<file path="config.mk">
export PLATFORM = sky130hd
export DESIGN_NAME = miner_work_ctrl_flat
export DESIGN_NICKNAME = d
export VERILOG_FILES = /design/src/rtl/miner_work_ctrl_if.sv /design/src/rtl/miner_work_ctrl.sv /design/src/flat_wrapper.sv
export SDC_FILE = /design/constraint.sdc
export NUM_CORES = 1
export LEC_CHECK = 0
export CAP_MARGIN = 0
export CELL_PAD_IN_SITES_DETAIL_PLACEMENT = 1
export CELL_PAD_IN_SITES_GLOBAL_PLACEMENT = 2
export CORE_AREA = 4 4 327 329
export CTS_CLUSTER_DIAMETER = 30
export CTS_CLUSTER_SIZE = 30
export DETAILED_ROUTE_END_ITERATION = 8
export DIE_AREA = 0 0 331 333
export PLACE_DENSITY_LB_ADDON = 0.1
export SYNTH_ARGS = -nofsm -noshare
export SYNTH_HDL_FRONTEND = slang
export SYNTH_SLANG_ARGS = --single-unit
</file>
<file path="constraint.sdc">
create_clock -name clk -period 2.77 [get_ports clk]
set_input_delay 0.4155 -clock clk [delete_from_list [all_inputs] [get_ports clk]]
set_output_delay 0.4155 -clock clk [all_outputs]
set_load 0.01 [all_outputs]
</file>
<file path="src/rtl/miner_work_ctrl_if.sv">
// -----------------------------------------------------------------------------
// miner_work_ctrl_if
// Host-side channels of the miner work controller.
//   work_*  : host offers new work (valid/ready), midstate/data/nonce2 limit
//   res_*   : golden-nonce result stream (valid/ready, first-word fall-through)
// Modports:
//   master : host side (drives work offer, consumes results)
//   slave  : controller side
// Handshake rule for both channels: a transfer happens on the rising clk edge
// where valid & ready are both 1; the sender holds its payload stable while
// valid is 1 and ready is 0; ready may depend on state but never on valid.
// -----------------------------------------------------------------------------
interface miner_work_ctrl_if;
    logic         work_valid;
    logic         work_ready;
    logic [255:0] work_midstate;
    logic [95:0]  work_data;
    logic [31:0]  work_limit;
    logic         res_valid;
    logic         res_ready;
    logic [31:0]  res_nonce;

    modport master (
        output work_valid, work_midstate, work_data, work_limit, res_ready,
        input  work_ready, res_valid, res_nonce
    );

    modport slave (
        input  work_valid, work_midstate, work_data, work_limit, res_ready,
        output work_ready, res_valid, res_nonce
    );
endinterface

</file>
<file path="src/rtl/miner_work_ctrl.sv">
// -----------------------------------------------------------------------------
// miner_work_ctrl
// Sequences one double-hash miner core: accepts work from the host, loads it
// into the core while pulsing the core reset, watches nonce2 for range
// exhaustion and captures golden nonces into a small result FIFO.
// Ports:
//   clk, reset           : clock, asynchronous active-low reset
//   host (slave)         : work offer channel and result channel
//   miner_reset          : active-high reset to the core (1 unless RUN)
//   miner_midstate/data  : registered work payload to the core
//   miner_golden_nonce   : core golden nonce register
//   miner_nonce2         : core current nonce2
//   busy / exhausted     : state is LOAD|RUN / state is EXHAUSTED
//   overflow             : sticky, a golden nonce was dropped (FIFO full)
//   dbg_state            : current FSM state (0 IDLE, 1 LOAD, 2 RUN, 3 EXH)
// -----------------------------------------------------------------------------
module miner_work_ctrl #(
    parameter int          RST_CYCLES    = 4,
    parameter int          SETTLE_CYCLES = 300,
    parameter logic [31:0] GOLDEN_ADJ    = 32'd0,
    parameter int          FIFO_DEPTH    = 4
) (
    input  logic                    clk,
    input  logic                    reset,
    miner_work_ctrl_if.slave        host,
    output logic                    miner_reset,
    output logic [255:0]            miner_midstate,
    output logic [95:0]             miner_data,
    input  logic [31:0]             miner_golden_nonce,
    input  logic [31:0]             miner_nonce2,
    output logic                    busy,
    output logic                    exhausted,
    output logic                    overflow,
    output logic [1:0]              dbg_state
);
    localparam int RCW = (RST_CYCLES > 2) ? $clog2(RST_CYCLES) : 1;
    localparam int SCW = $clog2(SETTLE_CYCLES + 1);
    localparam int PW  = $clog2(FIFO_DEPTH);
    localparam int CW  = PW + 1;

    typedef enum logic [1:0] {
        ST_IDLE = 2'd0,
        ST_LOAD = 2'd1,
        ST_RUN  = 2'd2,
        ST_EXH  = 2'd3
    } state_t;

    state_t         state, state_n;
    logic [RCW-1:0] rst_cnt;
    logic [SCW-1:0] settle_cnt;
    logic [31:0]    limit;
    logic [31:0]    prev_golden;

    logic [31:0]    mem [FIFO_DEPTH];
    logic [PW-1:0]  wr_ptr, rd_ptr;
    logic [CW-1:0]  count;

    logic accept, push, pop, full, wr_en;

    assign accept = host.work_valid & host.work_ready;

    // State-derived outputs.
    assign host.work_ready = (state != ST_LOAD);
    assign miner_reset     = (state != ST_RUN);
    assign busy            = (state == ST_LOAD) || (state == ST_RUN);
    assign exhausted       = (state == ST_EXH);
    assign dbg_state       = state;

    // Next-state logic; new work in RUN wins over exhaustion.
    always_comb begin
        state_n = state;
        case (state)
            ST_IDLE: if (accept) state_n = ST_LOAD;
            ST_LOAD: if (rst_cnt == '0) state_n = ST_RUN;
            ST_RUN: begin
                if (accept)
                    state_n = ST_LOAD;
                else if (settle_cnt == '0 && miner_nonce2 >= limit)
                    state_n = ST_EXH;
            end
            ST_EXH:  if (accept) state_n = ST_LOAD;
            default: state_n = ST_IDLE;
        endcase
    end

    always_ff @(posedge clk or negedge reset) begin
        if (!reset) state <= ST_IDLE;
        else        state <= state_n;
    end

    // Work latch, LOAD length counter and post-load settle window.
    always_ff @(posedge clk or negedge reset) begin
        if (!reset) begin
            miner_midstate <= '0;
            miner_data     <= '0;
            limit          <= '0;
            rst_cnt        <= '0;
            settle_cnt     <= '0;
        end else begin
            if (accept) begin
                miner_midstate <= host.work_midstate;
                miner_data     <= host.work_data;
                limit          <= host.work_limit;
                rst_cnt        <= RCW'(RST_CYCLES - 1);
            end else if (state == ST_LOAD && rst_cnt != '0) begin
                rst_cnt <= rst_cnt - 1'b1;
            end
            // Reloaded throughout LOAD so RUN always starts with a full window.
            if (state == ST_LOAD)
                settle_cnt <= SCW'(SETTLE_CYCLES);
            else if (state == ST_RUN && settle_cnt != '0)
                settle_cnt <= settle_cnt - 1'b1;
        end
    end

    // Golden capture: the core reset clears its golden register, so the
    // comparison reference is forced to 0 while loading.
    always_ff @(posedge clk or negedge reset) begin
        if (!reset)                prev_golden <= '0;
        else if (state == ST_LOAD) prev_golden <= '0;
        else if (state == ST_RUN)  prev_golden <= miner_golden_nonce;
    end

    assign push  = (state == ST_RUN) && (miner_golden_nonce != prev_golden);
    assign full  = (count == CW'(FIFO_DEPTH));
    assign pop   = host.res_valid & host.res_ready;
    // A pop in the same cycle frees the slot being written when full.
    assign wr_en = push && (!full || pop);

    always_ff @(posedge clk) begin
        if (wr_en) mem[wr_ptr] <= miner_golden_nonce - GOLDEN_ADJ;
    end

    always_ff @(posedge clk or negedge reset) begin
        if (!reset) begin
            wr_ptr   <= '0;
            rd_ptr   <= '0;
            count    <= '0;
            overflow <= 1'b0;
        end else begin
            if (wr_en) wr_ptr <= wr_ptr + 1'b1;
            if (pop)   rd_ptr <= rd_ptr + 1'b1;
            case ({wr_en, pop})
                2'b10:   count <= count + 1'b1;
                2'b01:   count <= count - 1'b1;
                default: count <= count;
            endcase
            if (accept)
                overflow <= 1'b0;
            else if (push && full && !pop)
                overflow <= 1'b1;
        end
    end

    assign host.res_valid = (count != '0);
    assign host.res_nonce = mem[rd_ptr];

endmodule

</file>
<file path="src/flat_wrapper.sv">
// flat-port wrapper written by rule: the top's interface ports become plain ports
module miner_work_ctrl_flat 
#(
    parameter int          RST_CYCLES    = 4,
    parameter int          SETTLE_CYCLES = 300,
    parameter logic [31:0] GOLDEN_ADJ    = 32'd0,
    parameter int          FIFO_DEPTH    = 4
)
  (clk, reset, miner_reset, miner_midstate, miner_data, miner_golden_nonce, miner_nonce2, busy, exhausted, overflow, dbg_state, host_work_valid, host_work_midstate, host_work_data, host_work_limit, host_res_ready, host_work_ready, host_res_valid, host_res_nonce);
  miner_work_ctrl_if host_i ();
  input  logic clk;
  input  logic reset;
  output logic miner_reset;
  output logic [255:0] miner_midstate;
  output logic [95:0] miner_data;
  input  logic [31:0] miner_golden_nonce;
  input  logic [31:0] miner_nonce2;
  output logic busy;
  output logic exhausted;
  output logic overflow;
  output logic [1:0] dbg_state;
  input wire logic [$bits(host_i.work_valid)-1:0] host_work_valid;
  input wire logic [$bits(host_i.work_midstate)-1:0] host_work_midstate;
  input wire logic [$bits(host_i.work_data)-1:0] host_work_data;
  input wire logic [$bits(host_i.work_limit)-1:0] host_work_limit;
  input wire logic [$bits(host_i.res_ready)-1:0] host_res_ready;
  output wire logic [$bits(host_i.work_ready)-1:0] host_work_ready;
  output wire logic [$bits(host_i.res_valid)-1:0] host_res_valid;
  output wire logic [$bits(host_i.res_nonce)-1:0] host_res_nonce;
  assign host_i.work_valid = host_work_valid;
  assign host_i.work_midstate = host_work_midstate;
  assign host_i.work_data = host_work_data;
  assign host_i.work_limit = host_work_limit;
  assign host_i.res_ready = host_res_ready;
  assign host_work_ready = host_i.work_ready;
  assign host_res_valid = host_i.res_valid;
  assign host_res_nonce = host_i.res_nonce;
  miner_work_ctrl #(.RST_CYCLES(RST_CYCLES), .SETTLE_CYCLES(SETTLE_CYCLES), .GOLDEN_ADJ(GOLDEN_ADJ), .FIFO_DEPTH(FIFO_DEPTH)) u_core (.clk(clk), .reset(reset), .host(host_i), .miner_reset(miner_reset), .miner_midstate(miner_midstate), .miner_data(miner_data), .miner_golden_nonce(miner_golden_nonce), .miner_nonce2(miner_nonce2), .busy(busy), .exhausted(exhausted), .overflow(overflow), .dbg_state(dbg_state));
endmodule
</file>
==> results.sh <==
export IMPL_status="finished with violations"
export IMPL_violations="negative setup slack"
export IMPL_syn_nets=2685
export IMPL_skew_ns=0.02552
export IMPL_critPathArrivalTime_ns=3.45
export IMPL_p_leak_nw=17.94
export IMPL_globalplace_congestion=0.8402
export IMPL_fin_ws_ns=-0.03202
export IMPL_via_per_inst=4.146
export IMPL_die_x_um=331
export IMPL_rsz0062_at_grt="true"
export IMPL_wl_met3_mm=9.662
export IMPL_htree_levels=4
export IMPL_post_route_period_util_pct=101.2
export IMPL_grt_max_degree=81
export IMPL_io_pins=844
export IMPL_maxClockFrequency_mhz=356.9
export IMPL_async_flop_share_pct=77.35
export IMPL_setup_tns_ns=-0.03202
export IMPL_worstPathMaxFanout=2
export IMPL_drt_iter0_drc=893
export IMPL_vdd_drop_max_mv=0.5612
export IMPL_synth_edf_count=128
export IMPL_maxSlewViolCount=0
export IMPL_clock_latency_ns=0.74
export IMPL_start_util_pct=21.70
export IMPL_critPathLaunchType="flop"
export IMPL_dieArea_um2=110200
export IMPL_cts_root_buffer="clkbuf_16"
export IMPL_yosysTopAreaCell="dfrtp_1"
export IMPL_yosys_top_cells_area="dfrtp_1, nand2_1, edfxtp_1"
export IMPL_cts_buffers=181
export IMPL_drtPass1Iterations=5
export IMPL_powerDensity_nw_per_um2=1276
export IMPL_cp_required_ns=3.42
export IMPL_syn_avg_cell_area_um2=10.26
export IMPL_total_power_mw=50.54
export IMPL_synthCells=2190
export IMPL_dieHeight_um=333
export IMPL_wl_per_cell_um=22.57
export IMPL_nets=3697
export IMPL_synth_area_um2=22460
export IMPL_grt_pass1_vias=22390
export IMPL_clkSinkCount=565
export IMPL_wl_met2_mm=56.71
export IMPL_clockBufferDepth=3
export IMPL_ys_ff_latch=565
export IMPL_fin_crit_ns=2.802
export IMPL_ys_types=45
export IMPL_dp_hpwl_mm=78.70
export IMPL_top_layer="met5"
export IMPL_cts_tree="yes"
export IMPL_grt_pass1_wl_mm=154.0
export IMPL_cp_end_kind="flop"
export IMPL_clk_pin_slew_ns=0.04
export IMPL_ys_warnings_count=0
export IMPL_drv_cap=0
export IMPL_setup_viol=1
export IMPL_wl_met1_mm=38.14
export IMPL_io_buffers=843
export IMPL_drc_errors=0
export IMPL_synth_flop_cell="dfrtp_1"
export IMPL_critical_path_class="reg -> reg"
export IMPL_final_antenna_net_count=0
export IMPL_fin_util_pct=38.26
export IMPL_area_growth_pct=76.28
export IMPL_rows=118
export IMPL_synth_top_area_share_pct=48.69
export IMPL_grt_ovfl_total=0
export IMPL_grt_util_all_layers_pct=19.07
export IMPL_drive_above_1_share_pct=13.51
export IMPL_finalHoldViolations=0
export IMPL_drt_total_wl_mm=107.1
export IMPL_vias=19670
export IMPL_ys_seq_area_share_pct=65.80
export IMPL_core_area_um2=103500
export IMPL_antenna_found_initial=29
export IMPL_worstMarginPinSlew_ns=0.5447
export IMPL_hold_class="in -> async"
export IMPL_slew_headroom_pct=63.68
==> cells in the mapped netlist (2+ instances only) <==
| cell type | number |
|---|---|
| nand2b_1 | 2 |
| nand2_1 | 1167 |
| and4_1 | 2 |
| edfxtp_1 | 128 |
| nor3_1 | 4 |
| and2_1 | 2 |
| mux2_2 | 2 |
| inv_1 | 47 |
| mux4_2 | 32 |
| nor2_1 | 12 |
| a21o_1 | 5 |
| o21ai_0 | 75 |
| o21a_1 | 2 |
| o211ai_1 | 4 |
| buf_1 | 10 |
| o221ai_1 | 2 |
| dfrtp_1 | 437 |
| and3_1 | 7 |
| nand3_1 | 4 |
| xor2_1 | 34 |
| ha_1 | 42 |
| clkbuf_1 | 98 |
| a21oi_1 | 20 |
| or3_1 | 5 |
| nor4_1 | 9 |
| nor2b_1 | 3 |
| or2_2 | 2 |
| xnor2_1 | 7 |
| or4_1 | 2 |
| o31ai_1 | 3 |
| nand4_1 | 7 |
==> final timing paths <==
kind / slack (ns) / cells after the start / to / start
setup / recovery: -0.03 / 13 / u_core.count[1]$_DFFE_PN0P_ / u_core.prev_golden[24]$_DFFE_PN0P_
hold / removal: 0.18 / 2 / u_core.limit[14]$_DFFE_PN0P_ / reset
setup reg to reg: -0.03 / 13 / u_core.count[1]$_DFFE_PN0P_ / u_core.prev_golden[24]$_DFFE_PN0P_
hold reg to reg: 0.47 / 2 / u_core.miner_midstate[228]$_DFFE_PN0P_ / u_core.miner_midstate[228]$_DFFE_PN0P_
max in group asynchronous: 1.58 / 4 / u_core.miner_midstate[34]$_DFFE_PN0P_ / reset
min in group clk: 0.19 / 3 / u_core.miner_midstate[201]$_DFFE_PN0P_ / host_work_midstate[201]
==> state kept, by name, summed over array words and instances (netlist names) <==
signal and cells:
u_core.miner_midstate 256, u_core.dbg_state 2, u_core.overflow 1, u_core.rd_ptr 2
u_core.wr_ptr 2, u_core.mem 128, u_core.count 3, u_core.limit 32
u_core.settle_cnt 9, u_core.prev_golden 32, u_core.rst_cnt 2, u_core.miner_data 96
==> through the flow <==
stage	std cells	instance area (µm²)	setup slack, ns	hold slack (ns)
floorplan	2190	22460	0.2675	0.1199
global placement	4385	33210	-0.9949	0.3836
detailed placement	4385	33210	-0.9845	0.3864
CTS	4728	39410	-0.1208	0.1222
global route	4737	39570	-0.2445	0.1550
finish	4745	39590	-0.03202	0.1812
==> repair_timing <==
| item | 4_1_cts | 5_1_grt |
|---|---|---|
| buffers inserted | 7 | 0 |
| gates cloned | 1 | 5 |
| hold buffers | 1 | 0 |
| hold endpoints to repair | 40 | 0 |
| endpoints found under the setup margin | 49 | 143 |
| pin swaps | 3 | 4 |
| gates resized for setup | 74 | 28 |
==> layout by cell type (no fill, tap or decap), drive strengths merged, types with 40 or more instances in the layout <==
cell / Yosys / layout
edfxtp: 128 / 128
inv: 47 / 61
ha: 42 / 42
clkinv: 0 / 40
clkdlybuf4s50: 0 / 808
buf: 10 / 93
o21ai: 75 / 75
dfrtp: 437 / 437
nand2: 1167 / 1167
clkbuf: 98 / 275
==> area by class of cell <==
class / instances / area [µm²]
clock buffer: 267 / 5264
inverter: 47 / 176.4
multi-input combinational: 1470 / 7177
tap: 1380 / 1727
timing repair buffer: 937 / 9603
antenna: 12 / 30.03
clock inverter: 67 / 835.8
fill: 11310 / 63900
sequential: 565 / 14780
==> where the power goes <==
group	leakage (nW)	switching, mW	internal, mW
Combinational	8.43	9.07	7.95
Sequential	6.52	1.71	11.7
Clock	3.00	6.14	13.9
Total	17.9	16.9	33.6
==> metal layers <==
metal  track usage, %  vias up
li1                 -     9116
met1            19.46     9717
met2            34.81      640
met3            8.309      175
met4            6.096       24
met5                0        -
==> logic make-up (layout without fill, tap and decap cells) <==
family / Yosys count / count (layout) / synth area share, %
and+or+nand+nor: 1234 / 1234 / 21.36
DFF: 565 / 565 / 65.80
buffers and inverters: 155 / 1318 / 2.590
AOI/OAI and AO/OA: 117 / 117 / 2.874
adders and majority gates: 43 / 43 / 2.429
xor gates and xnor gates: 41 / 41 / 1.599
muxes: 35 / 35 / 3.353
other: 0 / 12 / 0
==> critical path, cell delays in order (launching register included) <==
cell and delay (ns):
dfrtp_1 0.38, xor2_1 0.17, nor4_2 0.38, buf_4 0.17
nand4_1 0.17, buf_4 0.21, o21ai_4 0.13, nand3_2 0.09
fa_2 0.43, inv_2 0.07, nor2_1 0.04, o221ai_1 0.14
o21ai_1 0.09, nor4_1 0.25
(Power assumes the default switching activity.)
